### src/rtl/evm_disp_pkg.sv
// Shared glyph encodings and snapshot layout for the EVM seven-segment display driver.
// Segment constants are active-high with segment a on bit 6 and segment g on bit 0.
package evm_disp_pkg;

    localparam int NUM_DIGITS = 4;

    typedef enum logic [3:0] {
        G0, G1, G2, G3, G4, G5, G6, G7, G8, G9,
        G_BLANK, G_DASH, G_P, G_C
    } glyph_t;

    localparam logic [6:0] SEG_0     = 7'b1111110;
    localparam logic [6:0] SEG_1     = 7'b0110000;
    localparam logic [6:0] SEG_2     = 7'b1101101;
    localparam logic [6:0] SEG_3     = 7'b1111001;
    localparam logic [6:0] SEG_4     = 7'b0110011;
    localparam logic [6:0] SEG_5     = 7'b1011011;
    localparam logic [6:0] SEG_6     = 7'b1011111;
    localparam logic [6:0] SEG_7     = 7'b1110000;
    localparam logic [6:0] SEG_8     = 7'b1111111;
    localparam logic [6:0] SEG_9     = 7'b1111011;
    localparam logic [6:0] SEG_BLANK = 7'b0000000;
    localparam logic [6:0] SEG_DASH  = 7'b0000001;
    localparam logic [6:0] SEG_P     = 7'b1100111;
    localparam logic [6:0] SEG_C     = 7'b1001110;

    typedef struct packed {
        logic       result_mode;
        logic [3:0] vote;
        logic [1:0] cand;
        logic [1:0] tens;
        logic [3:0] ones;
        logic       overflow;
    } snap_t;

    // Values outside 0..9 have no numeric glyph and show as a dash.
    function automatic glyph_t digit_glyph(input logic [3:0] d);
        return (d > 4'd9) ? G_DASH : glyph_t'(d);
    endfunction

endpackage

### src/rtl/evm_seg_decoder.sv
// Combinational glyph to active-high segment pattern (seg[6] = a ... seg[0] = g).
module evm_seg_decoder
    import evm_disp_pkg::*;
(
    input  glyph_t     glyph,
    output logic [6:0] seg
);

    always_comb begin
        seg = SEG_BLANK;
        case (glyph)
            G0:      seg = SEG_0;
            G1:      seg = SEG_1;
            G2:      seg = SEG_2;
            G3:      seg = SEG_3;
            G4:      seg = SEG_4;
            G5:      seg = SEG_5;
            G6:      seg = SEG_6;
            G7:      seg = SEG_7;
            G8:      seg = SEG_8;
            G9:      seg = SEG_9;
            G_DASH:  seg = SEG_DASH;
            G_P:     seg = SEG_P;
            G_C:     seg = SEG_C;
            default: seg = SEG_BLANK;
        endcase
    end

endmodule

### src/rtl/evm_display_driver.sv
// 4-digit multiplexed seven-segment driver for the voting core; inputs are snapshotted once per frame.
// Optional overflow blinking is enabled by defining EVM_DISP_BLINK_EN.
module evm_display_driver
    import evm_disp_pkg::*;
#(
    parameter int REFRESH_DIV  = 50000,
    parameter int BLINK_FRAMES = 64,
    parameter bit ACTIVE_LOW   = 1'b1
) (
    input  logic       clock,
    input  logic       reset_n,
    input  logic       result_mode,
    input  logic [3:0] vote,
    input  logic [1:0] cand,
    input  logic [1:0] tens,
    input  logic [3:0] ones,
    input  logic       overflow,
    output logic [3:0] an,
    output logic [6:0] seg,
    output logic       dp
);

    localparam int              DIV_W    = (REFRESH_DIV > 1) ? $clog2(REFRESH_DIV) : 1;
    localparam logic [DIV_W-1:0] DIV_LAST = DIV_W'(REFRESH_DIV - 1);

    logic [DIV_W-1:0]      div_cnt;
    logic [1:0]            digit_idx;
    snap_t                 snapshot;
    snap_t                 live_in;
    logic                  tick;
    logic                  frame_end;
    logic                  blank_all;
    logic                  dp_force;
    glyph_t                glyph;
    logic                  dp_on;
    logic [NUM_DIGITS-1:0] an_on;
    logic [6:0]            seg_on;

    assign tick      = (div_cnt == DIV_LAST);
    assign frame_end = tick && (digit_idx == 2'd3);
    assign live_in   = '{result_mode: result_mode, vote: vote, cand: cand,
                         tens: tens, ones: ones, overflow: overflow};

    always_ff @(posedge clock or negedge reset_n) begin
        if (!reset_n) begin
            div_cnt   <= '0;
            digit_idx <= 2'd0;
            snapshot  <= '0;
        end else if (tick) begin
            div_cnt   <= '0;
            digit_idx <= digit_idx + 2'd1;
            if (frame_end) begin
                snapshot <= live_in;
            end
        end else begin
            div_cnt <= div_cnt + DIV_W'(1);
        end
    end

`ifdef EVM_DISP_BLINK_EN
    localparam int                FRAME_W    = (BLINK_FRAMES > 1) ? $clog2(BLINK_FRAMES) : 1;
    localparam logic [FRAME_W-1:0] FRAME_LAST = FRAME_W'(BLINK_FRAMES - 1);

    logic [FRAME_W-1:0] frame_cnt;
    logic               blink_phase;

    // The newly captured overflow decides the phase, so clearing it relights from the next frame.
    always_ff @(posedge clock or negedge reset_n) begin
        if (!reset_n) begin
            frame_cnt   <= '0;
            blink_phase <= 1'b0;
        end else if (frame_end) begin
            frame_cnt <= (frame_cnt == FRAME_LAST) ? '0 : frame_cnt + FRAME_W'(1);
            if (!overflow) begin
                blink_phase <= 1'b0;
            end else if (frame_cnt == FRAME_LAST) begin
                blink_phase <= ~blink_phase;
            end
        end
    end

    assign blank_all = snapshot.overflow & blink_phase;
    assign dp_force  = 1'b0;
`else
    assign blank_all = 1'b0;
    assign dp_force  = snapshot.overflow;
`endif

    always_comb begin
        glyph = G_BLANK;
        dp_on = 1'b0;
        an_on = NUM_DIGITS'(1) << digit_idx;
        if (snapshot.result_mode) begin
            case (digit_idx)
                2'd3: glyph = G_C;
                2'd2: begin
                    glyph = digit_glyph({2'b00, snapshot.cand} + 4'd1);
                    dp_on = 1'b1;
                end
                2'd1: glyph = (snapshot.tens == 2'd0) ? G_BLANK
                                                       : digit_glyph({2'b00, snapshot.tens});
                default: glyph = digit_glyph(snapshot.ones);
            endcase
        end else begin
            case (digit_idx)
                2'd3: glyph = G_P;
                2'd0: begin
                    case (snapshot.vote)
                        4'b0001: glyph = G1;
                        4'b0010: glyph = G2;
                        4'b0100: glyph = G3;
                        4'b1000: glyph = G4;
                        4'b0000: glyph = G_DASH;
                        default: begin
                            glyph = G_DASH;
                            dp_on = 1'b1;
                        end
                    endcase
                end
                default: glyph = G_BLANK;
            endcase
        end
        if (blank_all) begin
            an_on = '0;
        end
        if (dp_force) begin
            dp_on = 1'b1;
        end
    end

    evm_seg_decoder u_seg_decoder (
        .glyph (glyph),
        .seg   (seg_on)
    );

    // Polarity is folded in here only; everything upstream is active-high.
    always_ff @(posedge clock or negedge reset_n) begin
        if (!reset_n) begin
            an  <= {4{ACTIVE_LOW}};
            seg <= {7{ACTIVE_LOW}};
            dp  <= ACTIVE_LOW;
        end else begin
            an  <= an_on ^ {4{ACTIVE_LOW}};
            seg <= seg_on ^ {7{ACTIVE_LOW}};
            dp  <= dp_on ^ ACTIVE_LOW;
        end
    end

endmodule

### config.mk
export PLATFORM = sky130hd
export DESIGN_NAME = evm_display_driver
export DESIGN_NICKNAME = d
export VERILOG_FILES = /design/src/rtl/evm_disp_pkg.sv /design/src/rtl/evm_seg_decoder.sv /design/src/rtl/evm_display_driver.sv
export SDC_FILE = /design/constraint.sdc
export NUM_CORES = 1
export LEC_CHECK = 0
export ABC_AREA = 1
export CAP_MARGIN = 25
export CORE_MARGIN = 3
export CORE_UTILIZATION = 30
export DETAILED_ROUTE_END_ITERATION = 6
export GPL_TIMING_DRIVEN = 0
export PLACE_DENSITY = 0.5
export RECOVER_POWER = 100
export SLEW_MARGIN = 20
export SYNTH_ARGS = -nofsm -noshare
export SYNTH_HDL_FRONTEND = slang
export SYNTH_SLANG_ARGS = --single-unit
### constraint.sdc
create_clock -name clock -period 2.5 [get_ports clock]
set_input_delay 0.75 -clock clock [delete_from_list [all_inputs] [get_ports clock]]
set_output_delay 0.75 -clock clock [all_outputs]
set_load 0.005 [all_outputs]
# Yosys cells after proc, flatten, opt, wreduce, memory -nomap -nowiden

Memories as Yosys holds them, arrays and structs flattened.
Cells that the tools add are included.

Register bits after elaboration: 44
Bits in read-only memories: 112
Input port bits: 16
Output and inout bits: 12
Memories kept: 1

$add $sub $neg: 3
Magnitude comparators: 3
Equality and inequality tests: 8
Shift-type cells: 1
Mux-type cells: 14
Bitwise operators: 3
Reductions and logical operators: 6

Memory list:

| memory          | words | width | rd ports | clocked after Yosys merged registers in | write ports | line                  | source |
|---|---|---|---|---|---|---|---|
| (no name shown) | 16    | 7     | 1        | 0                                       | 0           | evm_seg_decoder.sv:11 | `case (glyph)` |

Operator list:

| operator                | count |
|---|---|
| $mux W4                 | 5 |
| $add A16 B1 Y16 const B | 1 |
| $eq A16 B16 Y1 const B  | 1 |
| $mux W16                | 1 |
| $pmux W4 S4             | 1 |
| $pmux W4 S3             | 1 |
| $pmux W4 S2             | 1 |
| $not A7 Y7              | 1 |
| $mux W1                 | 5 |
| $reduce_or A5 Y1        | 1 |
| $eq A2 B2 Y1 const B    | 2 |
| $eq A4 B1 Y1 const B    | 1 |
| $eq A4 B2 Y1 const B    | 1 |
| $eq A4 B3 Y1 const B    | 1 |
| $eq A4 B4 Y1 const B    | 1 |
| $gt A2 B4 Y1 const B    | 1 |
| $gt A3 B4 Y1 const B    | 1 |
| $gt A4 B4 Y1 const B    | 1 |
| $logic_not A2 Y1        | 2 |
| $logic_not A4 Y1        | 1 |
| $not A4 Y4              | 1 |
| $shl A1 B2 Y4 const A   | 1 |
| $add A2 B1 Y3 const B   | 1 |
| $add A2 B1 Y2 const B   | 1 |
| other kinds (4)         | 4 |

# Logic depth before layout (Yosys ltp)

Word-level depth: 7
Gate-level depth with buffers: 14
Mapped depth without buffers: 14

# Modules after synthesis

A second synthesis with hierarchy kept.

Cell total of the unflattened synthesis: 326
Area, all modules: 2513.7 µm²

Modules (own cells, without submodules):

| module             | instances | cells an instance | area each (µm²) | seq. area each (µm²) |
|---|---|---|---|---|
| evm_display_driver | 1         | 277               | 2252.2          | 1116.1 |
| evm_seg_decoder    | 1         | 49                | 261.5           | 0.0 |

# Worst setup path before layout

Ideal clock, no wire load.

Kind: flip-flop to flip-flop
Start point: register digit_idx[0]
End point: register seg[3]
Setup time: 60 ps
Arrival: 1770 ps
Data required time: 2440 ps
Setup slack: 669 ps
Stages on the path, launching flop included: 12
Clock period less this slack: 1831 ps
Path through: dfrtp_1 -> ha_1 -> buf_4 -> nor2_1 -> nand3_1 -> nand3_1 -> nand2_1 -> inv_1 -> ha_1 -> o21ai_0 -> nand2_1 -> nand2_1

Cells in the longest elaborated chain, start to end: 5
Elaborated cells on any way between the ends: 9
Those cells by class: eq/ne (3); mux (3); bitwise (1); reduce/logical (1); memory (1)

RTL lines:

| item                                              | line                                                | source |
|---|---|---|
| from (decl)                                       | evm_display_driver.sv:27                            | `logic [1:0] digit_idx;` |
| from (signal assigned)                            | evm_display_driver.sv:51                            | `digit_idx <= digit_idx + 2'd1;` |
| $eq A2 B1 Y1, or another cell as far along        | evm_display_driver.sv:94                            | `case (digit_idx)` |
| $pmux W4 S3 / $pmux W4 S2 (equally long branches) | evm_display_driver.sv:94, evm_display_driver.sv:105 |  |
| $mux W4 *                                         | evm_display_driver.sv:93                            | `if (snapshot.result_mode) begin` |
| $mem_v2 Z16 W7 *                                  | --                                                  |  |
| $not A7 Y7 (no line) *                            | --                                                  |  |
| to (signal assigned)                              | evm_display_driver.sv:140                           | `seg <= {7{ACTIVE_LOW}};` |
| to (signal assigned)                              | evm_display_driver.sv:144                           | `seg <= seg_on ^ {7{ACTIVE_LOW}};` |
| to (decl)                                         | evm_display_driver.sv:19                            | `output logic [6:0] seg,` |

Every way passes the cells marked *; elsewhere a longest branch is shown, timed or not.
A chain may end at the register's enable or synchronous reset.

# Worst setup path in the final report

Start point: register div_cnt[0]
End point: register snapshot[13] (netlist name)

Cells in the longest elaborated chain, start to end: 3

RTL lines:

| item                          | line                     | source |
|---|---|---|
| from (decl)                   | evm_display_driver.sv:26 | `logic [DIV_W-1:0] div_cnt;` |
| from (signal assigned)        | evm_display_driver.sv:56 | `div_cnt <= div_cnt + DIV_W'(1);` |
| $eq A16 B16 Y1 *              | evm_display_driver.sv:39 | `assign tick = (div_cnt == DIV_LAST);` |
| $logic_and A1 B1 Y1           | evm_display_driver.sv:40 | `assign frame_end = tick && (digit_idx == 2'd3);` |
| $reduce_and A2 Y1 (no line) * | --                       |  |
| to (signal assigned)          | evm_display_driver.sv:53 | `snapshot <= live_in;` |
| to (decl)                     | evm_display_driver.sv:28 | `snap_t snapshot;` |

Marks and branches as above.

==> summary.md <==
| Metric | Value |
|---|---|
| # IOs | 28 |
| Clock skew | 0.0114 ns |
| Post-DRT Antenna Nets | 0 |
| Post-synth ARST share | 100% |
| DRT iter0 DRCs | 87 |
| Rows | 32 |
| Main flop type after synthesis | dfrtp_1 |
| Core ar. | 7890 um^2 |
| Mapped Nets | 337 |
| Synth Cell Area | 2490 um^2 |
| Syn avg cell area | 8.12 um^2 |
| Layout filler cell count | 841 |
| Crit Path Max Fanout | 10 |
| Min Tclk post-route | 2.19 ns |
| Pre-Repair DR Iteration Count | 4 |
| Clock net sink count | 44 |
| Crit path arrival time | 2.42 ns |
| First-pass GRT wire length | 8260 um |
| Worst-Skew Late Latency | 0.29 ns |
| Post-Synthesis Cells | 307 |
| Dpl ws | 0.420 ns |
| Cts repair resizes | 0 |
| Seq/Total Area, Yosys | 44.8% |
| Clock Path Buffers | 2 |
| Post-synthesis cell type count | 32 |
| # H-tree levels | 2 |
| Worst-Margin Slew | 0.965 ns |
| CP required | 2.74 ns |
| Root Buffer | clkbuf_8 |
| Yosys warning count | 0 |
| Residual DRC | 0 |
| F_max | 457 MHz |
| PnR worst setup slack | 0.312 ns |
| P&R area growth vs syn | 16.3% |
| Fraction of layout cells with a size suffix above 1 | 10.2% |
| Final worst path period share | 87.5% |
| Slew headroom | 35.7% |
| Most common cell after layout, fill and taps aside | nand2_1 |
| DRT Wirelength | 4750 um |
| DIE AREA | 9440 um^2 |
| PD cells | 415 nW/um^2 |
| RSZ-0062 raised after global routing | false |
| Initial antenna violation count | 0 |
| Final nets | 372 |
| Port bufs | 27 |
| Hold-fix buffers, CTS | 0 |
| Core Util, Final | 36.8% |
| Largest net degree at the start of global routing | 28 |
| Status | finished clean |
| Total GRT Usage | 10.5% |
| Routability cong. | 0.848 |
| Width of the die | 97.2 um |
| Final Hold Viols | 0 |
| Reg clk slew, reported paths | 0.08 ns |
| Final HPWL DP | 3730 um |
| Number of global-route vias before repair | 1783 |
| Leakage dissipation | 1.38 nW |
| Worst Setup Path Type | register to register |
| Initial core utilization | 31.6% |
| VDD IR max | 151 uV |
| Hold Path Class | register to register |
| Maxcap violations | 0 |
| Max-slew violation count | 0 |
| Gr ovfl total | 0 |
| Via count | 1908 |
| Worst setup SP type | register |
| Height of the die | 97.2 um |
| Post-synth EDFFs | 0 |
| Commonest non-fill, non-tap cells in the layout | nand2_1, nand3_1, inv_1 |
| Synthesized flop and latch total | 44 |
| CTS tree | done |
| Post-CTS Setup Inserts | 0 |
| ANT cells | 0 |
| Crit end category | register |
| Vias per cell | 4.29 |
| DR WL/cell | 10.7 um |
| Finish-stage setup viols | 0 |
| Num CTS Buffers | 5 |
-- layout make-up --
type                            instances  area [um^2]  area share [%]
Sequential cell                        44         1120            38.5
Multi-Input combinational cell        217         1100            37.8
Timing Repair Buffer                   28          269            9.28
Inverter                               40          151            5.22
Tap cell                              102          128            4.40
Clock buffer                            8         90.1            3.11
Buffer                                  6         48.8            1.68
-- sequential cells by signal, indices dropped and copies added (netlist names) --
name / count
div_cnt: 16
snapshot: 13
seg: 7
an: 4
digit_idx: 2
dp: 1
dp_force: 1
-- worst paths after layout --
path / from / endpoint / slack, ns / cells past startpoint
min in group asynchronous: reset_n / snapshot[2] / 0.58 / 1
worst min-delay path: div_cnt[0] / div_cnt[0] / 0.46 / 1
max in group asynchronous: reset_n / digit_idx[0] / 0.73 / 2
worst max-delay path: div_cnt[0] / snapshot[13] / 0.31 / 11
worst min register to register: div_cnt[0] / div_cnt[0] / 0.46 / 1
worst max register to register: div_cnt[0] / snapshot[13] / 0.31 / 11
-- cell usage after synthesis, types with 3 or more instances --
cell | number | area share, %
a21oi_1 | 6 | 1.2
inv_2 | 7 | 1.1
o21ai_1 | 3 | 0.60
xor2_1 | 5 | 1.8
nor3_1 | 4 | 0.80
nand4_1 | 3 | 0.75
inv_1 | 32 | 4.8
nand2_1 | 91 | 14
nand3_2 | 9 | 3.6
nor2_1 | 27 | 4.1
dfrtp_1 | 32 | 32
o21ai_0 | 11 | 2.2
ha_1 | 14 | 7.0
nand3_1 | 28 | 5.6
dfstp_2 | 12 | 13
-- cell families (layout without fill, tap and decap cells) --
group | after synthesis | after routing | share of synthesized area [%]
flip-flops | 44 | 44 | 44.8
XOR/XNOR | 7 | 7 | 2.46
AND/OR/NAND/NOR | 173 | 173 | 32.1
adder cells (fa/ha/maj) | 14 | 14 | 7.02
AO/OA/AOI/OAI | 23 | 23 | 5.32
buffers and inverters | 46 | 82 | 8.33
-- power by group --
group	switching (mW)	internal (mW)	leakage, nW
Clock	0.231	0.226	0.0455
Combinational	0.0165	0.0197	0.848
Sequential	0	0.712	0.485
-- worst max-delay path, stage by stage, from the launching register on --
cell and delay, ns:
dfrtp_1 0.38, ha_1 0.19, nand2_1 0.06, nor2_1 0.21
inv_1 0.10, nor2_1 0.11, nand2_1 0.16, clkinvlp_2 0.14
clkbuf_1 0.45, buf_12 0.19, nand3_1 0.07, nand2_1 0.07
-- stage by stage --
stage	TNS [ns]	power, mW	cell area, um^2	std cells	hold WS, ns
2_1_floorplan	0	0.726	2490	307	0.429
3_3_place_gp	-18.75	0.765	2890	436	0.451
3_5_place_dp	0	0.768	2910	437	0.456
4_1_cts	0	1.23	3000	445	0.402
5_1_grt	0	1.26	2900	445	0.481
6_report	0	1.20	2900	445	0.465
-- per-layer routing --
layer | wire, um | track usage, % | vias to the layer above
met4 | 49 | 3.56 | 0
met2 | 2040 | 15.7 | 33
li1 | - | - | 1033
met3 | 185 | 2.37 | 2
met1 | 2470 | 14.9 | 840
met5 | 0 | 0 | -
Note: power is estimated with default switching activity, not from simulation.
